===== src/rtl/vga_timing_pkg.sv =====
// vga_timing_pkg: 640x480@60 timing defaults, coordinate type and segment enum
package vga_timing_pkg;
    localparam int H_VIS   = 640;
    localparam int H_FP    = 16;
    localparam int H_SYNC  = 96;
    localparam int H_BP    = 48;
    localparam int V_VIS   = 480;
    localparam int V_FP    = 10;
    localparam int V_SYNC  = 2;
    localparam int V_BP    = 33;
    localparam int H_TOTAL = H_VIS + H_FP + H_SYNC + H_BP;
    localparam int V_TOTAL = V_VIS + V_FP + V_SYNC + V_BP;
    typedef logic [9:0] coord_t;
    typedef enum logic [1:0] {SEG_VIS, SEG_FP, SEG_SYNC, SEG_BP} seg_t;
endpackage


===== src/rtl/vga_axis_counter.sv =====
// vga_axis_counter: one raster axis; position counter plus VIS/FP/SYNC/BP segment FSM
module vga_axis_counter
    import vga_timing_pkg::*;
#(
    parameter int VIS  = H_VIS,
    parameter int FP   = H_FP,
    parameter int SYNC = H_SYNC,
    parameter int BP   = H_BP
) (
    input  logic   Clk,
    input  logic   Reset,
    input  logic   adv,
    output coord_t count,
    output seg_t   seg,
    output logic   wrap,
    output logic   sync_n
);
    localparam coord_t END_VIS  = coord_t'(VIS - 1);
    localparam coord_t END_FP   = coord_t'(VIS + FP - 1);
    localparam coord_t END_SYNC = coord_t'(VIS + FP + SYNC - 1);
    localparam coord_t LAST     = coord_t'(VIS + FP + SYNC + BP - 1);

    seg_t seg_nx;

    assign wrap   = adv && count == LAST;
    assign sync_n = seg != SEG_SYNC;

    always_ff @(posedge Clk) begin
        if (Reset) begin
            count <= '0;
            seg   <= SEG_VIS;
        end else begin
            seg <= seg_nx;
            if (adv) count <= wrap ? '0 : count + 1'b1;
        end
    end

    // Segment moves on the same advance that moves the count past a boundary
    always_comb begin
        seg_nx = seg;
        if (adv)
            unique case (seg)
                SEG_VIS:  seg_nx = count == END_VIS  ? SEG_FP   : SEG_VIS;
                SEG_FP:   seg_nx = count == END_FP   ? SEG_SYNC : SEG_FP;
                SEG_SYNC: seg_nx = count == END_SYNC ? SEG_BP   : SEG_SYNC;
                SEG_BP:   seg_nx = wrap              ? SEG_VIS  : SEG_BP;
            endcase
    end
endmodule


===== src/rtl/vga_raster_timer.sv =====
// vga_raster_timer: 640x480@60 raster generator (pixel clock, scan position, syncs, strobes)
module vga_raster_timer
    import vga_timing_pkg::*;
#(
    parameter int H_VIS  = vga_timing_pkg::H_VIS,
    parameter int H_FP   = vga_timing_pkg::H_FP,
    parameter int H_SYNC = vga_timing_pkg::H_SYNC,
    parameter int H_BP   = vga_timing_pkg::H_BP,
    parameter int V_VIS  = vga_timing_pkg::V_VIS,
    parameter int V_FP   = vga_timing_pkg::V_FP,
    parameter int V_SYNC = vga_timing_pkg::V_SYNC,
    parameter int V_BP   = vga_timing_pkg::V_BP
) (
    input  logic       Clk,
    input  logic       Reset,
    output logic       pixel_clk,
    output logic       pix_en,
    output coord_t     DrawX,
    output coord_t     DrawY,
    output logic       hs,
    output logic       vs,
    output logic       blank,
    output logic       sync,
    output logic       line_start,
    output logic       frame_start,
    output logic [7:0] frame_count
);
    logic ph, h_wrap, v_wrap;
    seg_t h_seg, v_seg;

    always_ff @(posedge Clk) begin
        if (Reset) begin
            ph          <= 1'b0;
            frame_count <= '0;
        end else begin
            ph <= ~ph;
            if (v_wrap) frame_count <= frame_count + 1'b1;
        end
    end

    vga_axis_counter #(.VIS(H_VIS), .FP(H_FP), .SYNC(H_SYNC), .BP(H_BP)) u_h (
        .Clk(Clk), .Reset(Reset), .adv(ph), .count(DrawX), .seg(h_seg), .wrap(h_wrap), .sync_n(hs)
    );

    // Vertical axis steps once per completed line
    vga_axis_counter #(.VIS(V_VIS), .FP(V_FP), .SYNC(V_SYNC), .BP(V_BP)) u_v (
        .Clk(Clk), .Reset(Reset), .adv(h_wrap), .count(DrawY), .seg(v_seg), .wrap(v_wrap), .sync_n(vs)
    );

    assign pixel_clk   = ph;
    assign pix_en      = ph;
    assign blank       = h_seg == SEG_VIS && v_seg == SEG_VIS;
    assign sync        = 1'b0;
    assign line_start  = ph && DrawX == '0;
    assign frame_start = line_start && DrawY == '0;
endmodule


===== config.mk =====
export PLATFORM = sky130hd
export DESIGN_NAME = vga_raster_timer
export DESIGN_NICKNAME = d
export VERILOG_FILES = /design/src/rtl/vga_timing_pkg.sv /design/src/rtl/vga_axis_counter.sv /design/src/rtl/vga_raster_timer.sv
export SDC_FILE = /design/constraint.sdc
export NUM_CORES = 1
export LEC_CHECK = 0
export BUFFER_PORTS_ARGS = -buffer_cell sky130_fd_sc_hd__buf_2
export CAP_MARGIN = 40
export CORE_ASPECT_RATIO = 1.75
export CORE_MARGIN = 8
export CORE_UTILIZATION = 52
export CTS_BUF_LIST = sky130_fd_sc_hd__clkbuf_8
export CTS_CLUSTER_DIAMETER = 30
export DETAILED_ROUTE_END_ITERATION = 12
export GPL_TIMING_DRIVEN = 0
export PLACE_DENSITY = 0.9
export REMOVE_ABC_BUFFERS = 1
export SYNTH_ARGS = -nofsm -noshare
export SYNTH_HDL_FRONTEND = slang
export SYNTH_SLANG_ARGS = --single-unit

===== constraint.sdc =====
create_clock -name Clk -period 1.92 [get_ports Clk]
set_clock_uncertainty 0.15 [all_clocks]
set_input_delay 0.384 -clock Clk [delete_from_list [all_inputs] [get_ports Clk]]
set_output_delay 0.384 -clock Clk [all_outputs]
set_load 0.005 [all_outputs]

Word level (Yosys, flattened, before mapping)

Index checks and enable logic that the tools add are counted.

Register bits after elaboration: 33
Latch bits: 0
RAM bits: 0
Memory bits (read-only): 0
Bits of input ports: 2
Logic and storage cells: 47
Memories kept: 0

$add $sub $neg: 3
Multipliers: 0
Div/mod/pow operators: 0
Magnitude comparators: 0
Equality and inequality tests: 16
Shift-type cells: 0
Muxes and demuxes: 12
Bitwise logic cells: 1
Reductions and logical operators: 9

Operators by type and width:

| cell                                                                   | count |
|---|---|
| 10-bit equality test, second input constant                            | 5 |
| 10-bit by 9-bit equality test with 1-bit output, second input constant | 3 |
| 10-bit by 1-bit adder with 10-bit output, second input constant        | 2 |
| 10-bit zero test                                                       | 2 |
| 10-bit two-way mux                                                     | 2 |
| 2-bit one-hot mux with 4 select lines                                  | 2 |
| 8-bit by 1-bit adder with 8-bit output, second input constant          | 1 |
| 2-bit equality test, second input constant                             | 4 |
| 2-bit two-way mux                                                      | 4 |
| 1-bit logical AND                                                      | 5 |
| 2-bit by 1-bit equality test with 1-bit output, second input constant  | 2 |
| 2-bit zero test                                                        | 2 |
| 1-bit two-way mux                                                      | 4 |
| 2-bit inequality test, second input constant                           | 2 |
| 1-bit NOT                                                              | 1 |

Logic depth before layout (Yosys ltp)

Gate-level depths: netlist (run 1).

Depth after elaboration: 5
Depth in mapped cells: 9
Mapped depth without buffers: 6

Cells and area by module

A second synthesis (run 1) with hierarchy kept.

Cells, all modules: 202
Area total of the unflattened synthesis: 1,755.4 µm²

Modules (own cells, without submodules):

| module                 | times used | cells each | area an instance (µm²) |
|---|---|---|---|
| vga_axis_counter (u_v) | 1          | 81         | 664.4 |
| vga_axis_counter (u_h) | 1          | 70         | 651.9 |
| vga_raster_timer       | 1          | 51         | 439.2 |

Worst setup path after synthesis (run 1)

Ideal clock, no wire load.

Kind: register -> register
Start point: register u_h.count[0]
End point: register frame_count[7]
Setup time: 0.121 ns
Arrival time: 1.820 ns
Required time: 1.649 ns
Path slack: -0.171 ns
Cell stages (with the launch flop): 8
Path buffers: 2
Clock period less this slack: 2.091 ns
Path through: dfxtp_1 > ha_1 > and4_1 > buf_4 > nand4_4 > buf_6 > nor4_1 > mux2_2

Word-level cells in the longest chain between the ends: 3

RTL lines:

| element                        | RTL line               | text |
|---|---|---|
| start, declared                | vga_axis_counter.sv:13 | `output coord_t count,` |
| start signal, assigned         | vga_axis_counter.sv:34 | `if (adv) count <= wrap ? '0 : count + 1'b1;` |
| 10-bit equality test           | vga_axis_counter.sv:25 | `assign wrap = adv && count == LAST;` |
| 1-bit logical AND (2 in a row) | vga_axis_counter.sv:25 |  |
| end signal, assigned           | vga_raster_timer.sv:37 | `if (v_wrap) frame_count <= frame_count + 1'b1;` |
| end, declared                  | vga_raster_timer.sv:26 | `output logic [7:0] frame_count` |

Every way passes these cells.
A chain may end at the register's enable or synchronous reset.

Final worst setup path (run 1)

Start point: register u_h.count[5]
End point: output port frame_start

Word-level cells in the longest chain between the ends: 3

RTL lines:

| element           | RTL line               | text |
|---|---|---|
| 10-bit zero test  | vga_raster_timer.sv:54 | `assign line_start = ph && DrawX == '0;` |
| 1-bit logical AND | vga_raster_timer.sv:54 |  |
| 1-bit logical AND | vga_raster_timer.sv:55 | `assign frame_start = line_start && DrawY == '0;` |
| end, declared     | vga_raster_timer.sv:25 | `output logic frame_start,` |

Every way passes these cells.

==> results of run 1 <==
layout make-up:
class	instances	area [um2]
multi-input combinational	173	1286
timing repair buffer	59	365.4
clock buffer	6	82.58
tap	46	57.56
sequential	33	679.4
inverter	9	33.78
clock inverter	2	37.54
fill	283	1086
cell families after synthesis:
| logic type | count (synthesis) | share of synthesized area (%) |
|---|---|---|
| xor gates and xnor gates | 9 | 3.983 |
| buffers and inverters | 27 | 7.648 |
| DFF | 33 | 33.38 |
| AOI/OAI and AO/OA | 45 | 14.22 |
| adders and majority gates | 6 | 3.793 |
| muxes | 3 | 1.580 |
| other | 1 | 0.1895 |
| and+or+nand+nor | 107 | 35.21 |
timing repair:
action / 4_1_cts / 5_1_grt
gates resized for setup: 25 / 10
hold buffers: 0 / 0
cloned: 2 / 0
setup endpoints to repair: 26 / 19
pin swaps: 6 / 5
setup buffers: 16 / 7
flip-flops by register name (all words and copies together), names as in the netlist:
register and cells:
frame_count 8, pix_en 1, u_h.count 10, u_h.seg 2, u_v.count 10, u_v.seg 2
cell usage after synthesis (6+ instances only):
cell      count
or4_1         9
a21oi_1      19
clkbuf_1      8
dfxtp_1      33
ha_1          6
xnor2_1       6
nand2_1      14
inv_1         9
nor2_1       11
nor3_1       15
nand4_1      10
nand3_1       7
o31ai_1       9
per-stage QoR:
step                worst slack [ns]  power [mW]
finish                       -0.1817       1.490
detailed placement           -0.5835      0.7822
floorplan                    -0.2339      0.7490
global route                 -0.2220       1.526
global placement             -0.5304      0.7805
CTS                          -0.1364       1.475
path summary, 6_finish.rpt:
path | from | endpoint | depth (start not counted)
min | pix_en | pix_en | 1
max reg2reg | u_h.count[5] | u_v.count[8] | 5
min reg2reg | pix_en | pix_en | 1
max | u_h.count[5] | frame_start | 4
per-layer routing:
layer	global-route usage, %	wire, um	vias up
met4	10.42	379	0
met1	18.51	2274	1024
met5	0	0	-
li1	-	-	967
met3	5.543	512	41
met2	36.06	3309	147
report_power, final:
part | switching [mW] | internal [mW] | total [mW]
clock network | 0.271 | 0.422 | 0.693
logic | 0.0495 | 0.0455 | 0.0950
registers | 0.0123 | 0.689 | 0.702
total | 0.333 | 1.16 | 1.49
worst max-delay path, cell delays in order, from the launching register on:
cell and delay, ns:
dfxtp_1 0.40, nor3b_4 0.31, and3_4 0.24, and4b_1 0.20, buf_2 0.12
==> reports/metrics.cfg, run 1 <==
[clocking]
clk_pin_slew_ns=0.07
clock_path_buffers=2
cts_tree=done
clockRootBuffer=clkbuf_8
clock-sinks=33
numCtsBuffers=5
h-tree-depth=2
clk_latency_ns=0.29

[global_routing]
antenna_found_initial=0
grt_pass1_wl_um=9853
grt_usage_pct=19.45
grt_pass1_vias=2078
overflow=0
grt_max_degree=35

[final_layout]
utilization_pct=70.07
final_common_cell=buf_2
final_cell_mix=buf_2, dfxtp_1, buf_4, a21oi_1, nor3_1
area_growth_syn_to_layout_pct=28.45
instances_no_fill=328
diodes=0
nets=289
final_cell_area_um2=2542
drive_gt1_share_pct=36.52

[critical_path]
worst_setup_path_start_kind=flop
worstSetupPathType=reg -> out
r2r_slack_ns=-0.16
arrival_ns=1.57
end_kind=output port
path_max_fanout=8
critPathRequiredTime_ns=1.39

[synth]
synthArstFlopShare_pct=0
synth_cell_types=53
synth_top_area_share_pct=33.38
ys_ff_latch=33
yosys.area.top_type=dfxtp_1
ys.flop_type=dfxtp_1
ys.warnings.count=0
syn_avg_cell_area_um2=8.569
synth-edff-count=0
ys_seq_area_share_pct=33.38
synth_area_leaders=dfxtp_1, a21oi_1, ha_1
syn_inst=231
netlist_area_um2=1979

[sta]
period_needed_ns=2.102
tightest_slew_ns=0.6104
max_slew_margin_pct=59.30
finalSetupViolations=13
fmax_ghz=0.4758
worst_slack_ns=-0.1817
hold_ws_ns=0.3266
rsz0062_at_grt=yes
fin_crit_sh_pct=109.5
final-hold-violation-count=0
setup_tns_ns=-0.9588
slew_violations=0

[die]
core_area_um2=3628
start_util_pct=54.55
num_rows=29
fp.dieW_um=62.64
ioPinCount=38
die_area_um2=6115
chipHeight_um=97.62

[detailed_routing]
first_pass_iters=6
vias_per_cell=6.643
vias=2179
wirelength_um=6475
postRouteAntennaNets=0
drt_iter0_markers=148
routedWlPerCell_um=19.74
drc=0

[status]
outcome=finished with violations
violations=negative setup slack

[worst_hold_path]
min-delay-path-class=reg -> reg

[pwr]
power_density_nw_per_um2=585.9
power_leakage_nw=0.9839
max-vdd-ir-drop_mv=0.5363

[placed_design]
io_buffers=36
place_inst=295
dpl_cell_area_um2=2100
gp_congestion=0.8432
hpwl_um=3599

[flow_run]
drv_cap=0

(Power assumes the default switching activity.)
==> run 2: changes to the inputs <==
--- a/config.mk
+++ b/config.mk
@@ -9,7 +9,7 @@
 export CAP_MARGIN = 40
 export CORE_ASPECT_RATIO = 1.75
 export CORE_MARGIN = 8
-export CORE_UTILIZATION = 52
+export CORE_UTILIZATION = 55
 export CTS_BUF_LIST = sky130_fd_sc_hd__clkbuf_8
 export CTS_CLUSTER_DIAMETER = 30
 export DETAILED_ROUTE_END_ITERATION = 12
==> constraint.sdc (replaced) <==
create_clock -name Clk -period 2.7 [get_ports Clk]
set_clock_uncertainty 0.15 [all_clocks]
set_input_delay 0.54 -clock Clk [delete_from_list [all_inputs] [get_ports Clk]]
set_output_delay 0.54 -clock Clk [all_outputs]
set_load 0.005 [all_outputs]
==> run 2 against run 1 <==
Effect of this change:
- the flow now finishes without violations
- routed wire length down 16%
- critical path depth up 1
- register-to-register slack better by 0.40 ns
- via count decreased by 10%
- combinational power decreased by 46%
- largest cell class unchanged
==> reports/metrics.cfg, run 2 (same netlist as run 1, synthesis figures left out) <==
[status]
outcome=finished, final reports clean  ; was finished with violations

[final_layout]
area_growth_syn_to_layout_pct=11.57  ; was 28.45%
final_common_cell=buf_2  ; unchanged
top_regs=u_h.count: 10 flops, u_v.count: 10 flops, frame_count: 8 flops  ; unchanged
drive_gt1_share_pct=20.85  ; was 36.52%
final_cell_area_um2=2208  ; was 2542 um2
nets=267  ; was 289
final_cell_mix=buf_2, dfxtp_1, a21oi_1, nor3_1, nand2_1  ; was buf_2, dfxtp_1, buf_4, a21oi_1, nor3_1
instances_no_fill=305  ; was 328
diodes=0  ; unchanged

[global_routing]
grt_max_degree=35  ; unchanged
grt_pass1_vias=1909  ; was 2078
antenna_found_initial=0  ; unchanged
grt_usage_pct=19.62  ; was 19.45%
grt_pass1_wl_um=8921  ; was 9853 um
overflow=0  ; unchanged

[sta]
slew_violations=0  ; unchanged
hold_ws_ns=0.3539  ; was 0.3266 ns
final-hold-violation-count=0  ; unchanged
fmax_ghz=0.4062
finalSetupViolations=0  ; was 13
tightest_slew_ns=0.6220  ; was 0.6104 ns
fin_crit_sh_pct=91.17
rsz0062_at_grt=no  ; was yes
max_slew_margin_pct=58.54  ; was 59.30%
setup_tns_ns=0  ; was -0.9588 ns
period_needed_ns=2.462

[clocking]
clk_latency_ns=0.29  ; about the same
h-tree-depth=2  ; unchanged
clock-sinks=33  ; unchanged
cts_tree=done  ; unchanged
post_cts_buffers=0  ; was 16
clockRootBuffer=clkbuf_8  ; unchanged
clock_path_buffers=2  ; unchanged
numCtsBuffers=5  ; unchanged
clk_pin_slew_ns=0.07  ; about the same
postCtsHoldBufs=0  ; unchanged
ctsResizeCount=0  ; was 25

[pwr]
netSwitchingPower_mw=0.2177  ; was 0.3328 mW
pwr-share-seq_pct=53.9  ; was 47.1%
max-vdd-ir-drop_mv=0.3885  ; was 0.5363 mV
clkPwrFrac_pct=40.6  ; was 46.5%
comb_power_share_pct=5.5  ; was 6.4%
power.internal_mw=0.7123  ; was 1.157 mW
power_density_nw_per_um2=421.1  ; was 585.9 nW/um2
power_leakage_nw=0.8178  ; was 0.9839 nW
p_sw_share_pct=23.41  ; was 22.34%

[critical_path]
critPathRequiredTime_ns=2.73  ; was 1.39 ns
path_max_fanout=21  ; was 8
worstSetupPathType=reg -> reg  ; was reg -> out
arrival_ns=2.50  ; was 1.57 ns
end_kind=flop  ; was output port
worst_setup_path_start_kind=flop  ; unchanged

[detailed_routing]
vias_per_cell=6.426  ; was 6.643
postRouteAntennaNets=0  ; unchanged
drc=0  ; unchanged
first_pass_iters=5  ; was 6
drt_iter0_markers=81  ; was 148
wirelength_um=5452  ; was 6475 um
vias=1960  ; was 2179
routedWlPerCell_um=17.88  ; was 19.74 um

[die]
fp.dieW_um=61.35  ; was 62.64 um
num_rows=29  ; unchanged
core_area_um2=3520  ; was 3628 um2
chipHeight_um=95.36  ; was 97.62 um
start_util_pct=56.24  ; was 54.55%
die_area_um2=5850  ; was 6115 um2
ioPinCount=38  ; unchanged

[placed_design]
hpwl_um=3798  ; was 3599 um
io_buffers=36  ; unchanged
gp_congestion=0.8847  ; was 0.8432
dpl_cell_area_um2=2100  ; unchanged
place_inst=295  ; unchanged

[worst_hold_path]
min-delay-path-class=reg -> reg  ; unchanged

[flow_run]
drv_cap=0  ; unchanged

## run 2: cell count changes in the layout (fill, tap and decap cells not counted), sizes merged
cell / previous run / this run
inv: 9 / 10
nand4: 12 / 11
nand2: 16 / 15
clkinvlp: 1 / 0
buf: 59 / 39
bufinv: 1 / 0
## run 2: layout make-up
type,instances,area (um2)
fillers,326,1311
inverters,9,33.78
well taps,46,57.56
flip-flops and latches,33,660.6
repair buffers,39,202.7
clock inverters,1,3.754
multi-input cells,171,1167
clock buffers,6,82.58
## run 2: path summary, 6_finish.rpt
kind / startpoint / end / slack, ns / cells after the start
max: u_h.count[0] / frame_count[7] / 0.24 / 5
min: frame_count[6] / frame_count[6] / 0.35 / 2
max reg2reg: u_h.count[0] / frame_count[7] / 0.24 / 5
min reg2reg: frame_count[6] / frame_count[6] / 0.35 / 2
## run 2: metrics by stage
stage | utilization, % | power, mW | setup slack (ns)
global route | 62.74 | 0.9516 | 0.07690
CTS | 62.10 | 0.9239 | 0.1393
floorplan | - | 0.5326 | 0.5461
global placement | 59.65 | 0.5549 | 0.2946
detailed placement | 59.65 | 0.5567 | 0.2709
finish | 62.74 | 0.9300 | 0.2384
## run 2: power groups by stage
stage / Sequential, mW / Combinational (mW) / Clock [mW]
final: 0.501 / 0.0510 / 0.378
after global routing: 0.502 / 0.0560 / 0.393
after CTS: 0.501 / 0.0452 / 0.377
after detailed placement: 0.512 / 0.0447 / 0
after global placement: 0.512 / 0.0433 / 0
after floorplan: 0.511 / 0.0220 / 0
## run 2: worst max-delay path: stages (launching register included)
cell and delay (ns):
dfxtp_1 0.43, ha_1 0.29, and4_1 0.41, nand4_4 0.32
nor4_1 0.39, mux2_2 0.37
## run 2: per-layer routing
layer  part of all wire (%)  global-route usage [%]  up-vias
li1                       -                       -      914
met1                     37                   20.51      940
met2                     53                   35.26       90
met3                    7.0                   4.459       16
met4                    2.6                   8.795        0
met5                      0                       0        -
==> run 3: changes to the inputs <==
--- a/config.mk
+++ b/config.mk
@@ -14,8 +14,9 @@
 export CTS_CLUSTER_DIAMETER = 30
 export DETAILED_ROUTE_END_ITERATION = 12
 export GPL_TIMING_DRIVEN = 0
-export PLACE_DENSITY = 0.9
+export PLACE_DENSITY = 0.92
 export REMOVE_ABC_BUFFERS = 1
 export SYNTH_ARGS = -nofsm -noshare
 export SYNTH_HDL_FRONTEND = slang
+export SYNTH_HIERARCHICAL = 1
 export SYNTH_SLANG_ARGS = --single-unit
==> run 3 against run 2 <==
Effect of this change:
- sequential share of layout area up 2.5 points
- register-to-register slack got worse by 0.10 ns
- largest cell class unchanged
- largest power group unchanged
- design area is 7.1% lower
- combinational power down 31%
- routed wire length fell by 25%
==> reports/metrics.cfg, run 3 <==
[synth]
ys.warnings.count=6  ; was 0
synth_area_leaders=dfxtp_1, nor2_1, xor2_1  ; was dfxtp_1, a21oi_1, ha_1
yosys.cell_count.top_type=dfxtp_1  ; unchanged
netlist_area_um2=1755  ; was 1979 um2
synth-edff-count=0  ; unchanged
syn_avg_cell_area_um2=8.690  ; was 8.569 um2
synth_cell_types=46  ; was 53
ys.flop_type=dfxtp_1  ; unchanged
ys_ff_latch=33  ; unchanged
syn_inst=202  ; was 231
synth_top_area_share_pct=37.63  ; was 33.38%
yosys.area.top_type=dfxtp_1  ; unchanged
synthArstFlopShare_pct=0  ; unchanged
ys_seq_area_share_pct=37.63  ; was 33.38%
ys_top_cells_by_count=dfxtp_1, nor2_1, nand3_1  ; was dfxtp_1, a21oi_1, nor3_1

[clocking]
clk_pin_slew_ns=0.07  ; about the same
numCtsBuffers=5  ; unchanged
clk_latency_ns=0.29  ; about the same
clockRootBuffer=clkbuf_8  ; unchanged
h-tree-depth=2  ; unchanged
clock_path_buffers=2  ; unchanged
clock-sinks=33  ; unchanged
cts_tree=done  ; unchanged

[pwr]
power_leakage_nw=0.8553  ; was 0.8178 nW
power_density_nw_per_um2=430.6  ; was 421.1 nW/um2
max-vdd-ir-drop_mv=0.3137  ; was 0.3885 mV

[sta]
rsz0062_at_grt=no  ; unchanged
worst_slack_ns=0.1363  ; was 0.2384 ns
slew_violations=0  ; unchanged
finalSetupViolations=0  ; unchanged
period_needed_ns=2.564  ; was 2.462 ns
fin_crit_sh_pct=94.95  ; was 91.17%
final-hold-violation-count=0  ; unchanged
fmax_ghz=0.3901  ; was 0.4062 GHz

[global_routing]
grt_usage_pct=15.88  ; was 19.62%
grt_pass1_wl_um=6699  ; was 8921 um
grt_pass1_vias=1541  ; was 1909
grt_max_degree=24  ; was 35
overflow=0  ; unchanged
antenna_found_initial=0  ; unchanged

[critical_path]
cp_slowest_cell=dfxtp_2  ; was dfxtp_1
worst_setup_path_start_kind=flop  ; unchanged
worstSetupPathType=reg -> reg  ; unchanged
r2r-start=u_h/count[0]  ; was u_h.count[0]
r2r_slack_ns=0.14  ; was 0.24 ns
cpPeakStageDelay_ns=0.38  ; was 0.43 ns
critPathRequiredTime_ns=2.77  ; was 2.73 ns
cp_cell_sequence=ha_1, and4_4, nand4_4, clkinvlp_4, and3_2, nand4_1, inv_2, nand4_2, or3_1, a21oi_1  ; was ha_1, and4_1, nand4_4, nor4_1, mux2_2
end_kind=flop  ; unchanged
crit_start=u_h/count[0]  ; was u_h.count[0]
path_max_fanout=6  ; was 21
arrival_ns=2.63  ; was 2.50 ns

[detailed_routing]
drt_iter0_markers=42  ; was 81
postRouteAntennaNets=0  ; unchanged
vias_per_cell=5.573  ; was 6.426
routedWlPerCell_um=14.31  ; was 17.88 um
first_pass_iters=4  ; was 5
wirelength_um=4093  ; was 5452 um
drc=0  ; unchanged
vias=1594  ; was 1960

[final_layout]
final_cell_area_um2=2051  ; was 2208 um2
n_fill_cell=277  ; was 326
regArea_um2=664.4  ; was 660.6 um2
final_common_cell=buf_2  ; unchanged
top_regs=u_h/count: 10 flops, u_v/count: 10 flops, frame_count: 8 flops  ; was u_h.count: 10 flops, u_v.count: 10 flops, frame_count: 8 flops
diodes=0  ; unchanged
final_cell_mix=buf_2, dfxtp_1, nor2_1, nand3_1  ; was buf_2, dfxtp_1, a21oi_1, nor3_1, nand2_1
area_growth_syn_to_layout_pct=16.82  ; was 11.57%
drive_gt1_share_pct=27.57  ; was 20.85%
nets=249  ; was 267
multi_input_area_um2=994.7  ; was 1167 um2

[worst_hold_path]
min-delay-path-class=reg -> reg  ; unchanged
holdCritStartpoint=frame_count[7]  ; was frame_count[6]

[die]
fp.dieW_um=58.71  ; was 61.35 um
die_area_um2=5327  ; was 5850 um2
start_util_pct=56.48  ; was 56.24%
num_rows=27  ; was 29
ioPinCount=38  ; unchanged
chipHeight_um=90.74  ; was 95.36 um
core_area_um2=3108  ; was 3520 um2

[flow_run]
drv_cap=0  ; unchanged

[placed_design]
dpl_cell_area_um2=1914  ; was 2100 um2
gp_congestion=0.9055  ; was 0.8847
hpwl_um=2956  ; was 3798 um
io_buffers=36  ; unchanged
preCtsSetupSlack_ns=-0.4176  ; was 0.2709 ns

[status]
outcome=finished, final reports clean  ; unchanged

[run 3: cell count changes after synthesis, moves of 3 or more]
cell and delta:
nor2_1 +15, nor3_1 -10, a21oi_1 -9, o31ai_1 -8, or4_1 -8, xor2_1 +8, clkbuf_1 -6, nand3_1 +6
and4_1 -4, nand2_1 -3, nand2b_1 +3, nand4_1 -3, nor4_1 +3, nor4b_1 -3
[run 3: power by group]
part           internal [mW]  switching, mW  total (mW)
clock                  0.174          0.173       0.347
sequential             0.492        0.00895       0.501
combinational         0.0157         0.0196      0.0353
total                  0.682          0.201       0.883
[run 3: cells by family (layout without fill, tap and decap cells)]
logic type | Yosys count | in the layout | share of synthesized area (%)
compound gates | 23 | 23 | 7.983
buf+inv | 16 | 57 | 5.774
flops | 33 | 33 | 37.63
xor+xnor | 19 | 19 | 9.480
fa+ha+maj | 5 | 5 | 3.564
simple gates | 104 | 104 | 34.78
other cells | 1 | 1 | 0.2136
mux | 1 | 1 | 0.5702
[run 3: final timing paths]
check / to / cells after the start
worst min register to register: frame_count[7] / 2
worst max register to register: frame_count[5] / 10
worst min-delay path: frame_count[7] / 2
worst max-delay path: frame_count[5] / 10
[run 3: cell type report]
type | instances | share of cell area, %
Sequential cell | 33 | 32.40
Tap cell | 43 | 2.624
Inverter | 7 | 1.464
Timing Repair Buffer | 42 | 10.98
Clock inverter | 3 | 0.6711
Clock buffer | 5 | 3.356
Multi-Input combinational cell | 153 | 48.51
[run 3: critical path, delay by kind of cell, from the launching register on]
family                   cells  cell delay [ns]
AO/OA/AOI/OAI                1             0.15
adder cells (fa/ha/maj)      1             0.22
buffers and inverters        2             0.26
flip-flops                   1             0.38
AND/OR/NAND/NOR              6             1.34
[run 3: what timing repair did]
item,in CTS,in global routing
hold buffers,0,0
buffers inserted,2,4
resized for setup,5,1
pin swaps,1,0
setup endpoints to repair,7,3
gates cloned,0,0
[run 3: layer usage]
layer	part of all wire (%)	GRT usage (%)	vias to the layer above
met3	5.3	4.850	12
li1	-	-	784
met4	3.1	9.036	0
met2	53	28.52	46
met1	38	14.99	752
met5	0	0	-
[run 3: per-stage QoR]
| step | power [mW] | hold WS [ns] | TNS (ns) | util (%) | instances |
|---|---|---|---|---|---|
| floorplan | 0.5273 | 0.3183 | 0 | - | 193 |
| global placement | 0.5451 | 0.3128 | -1.043 | 61.59 | 272 |
| detailed placement | 0.5461 | 0.3438 | -1.453 | 61.59 | 272 |
| CTS | 0.8954 | 0.3532 | 0 | 64.98 | 282 |
| global route | 0.9219 | 0.3924 | 0 | 65.98 | 286 |
| finish | 0.8831 | 0.3545 | 0 | 65.98 | 286 |
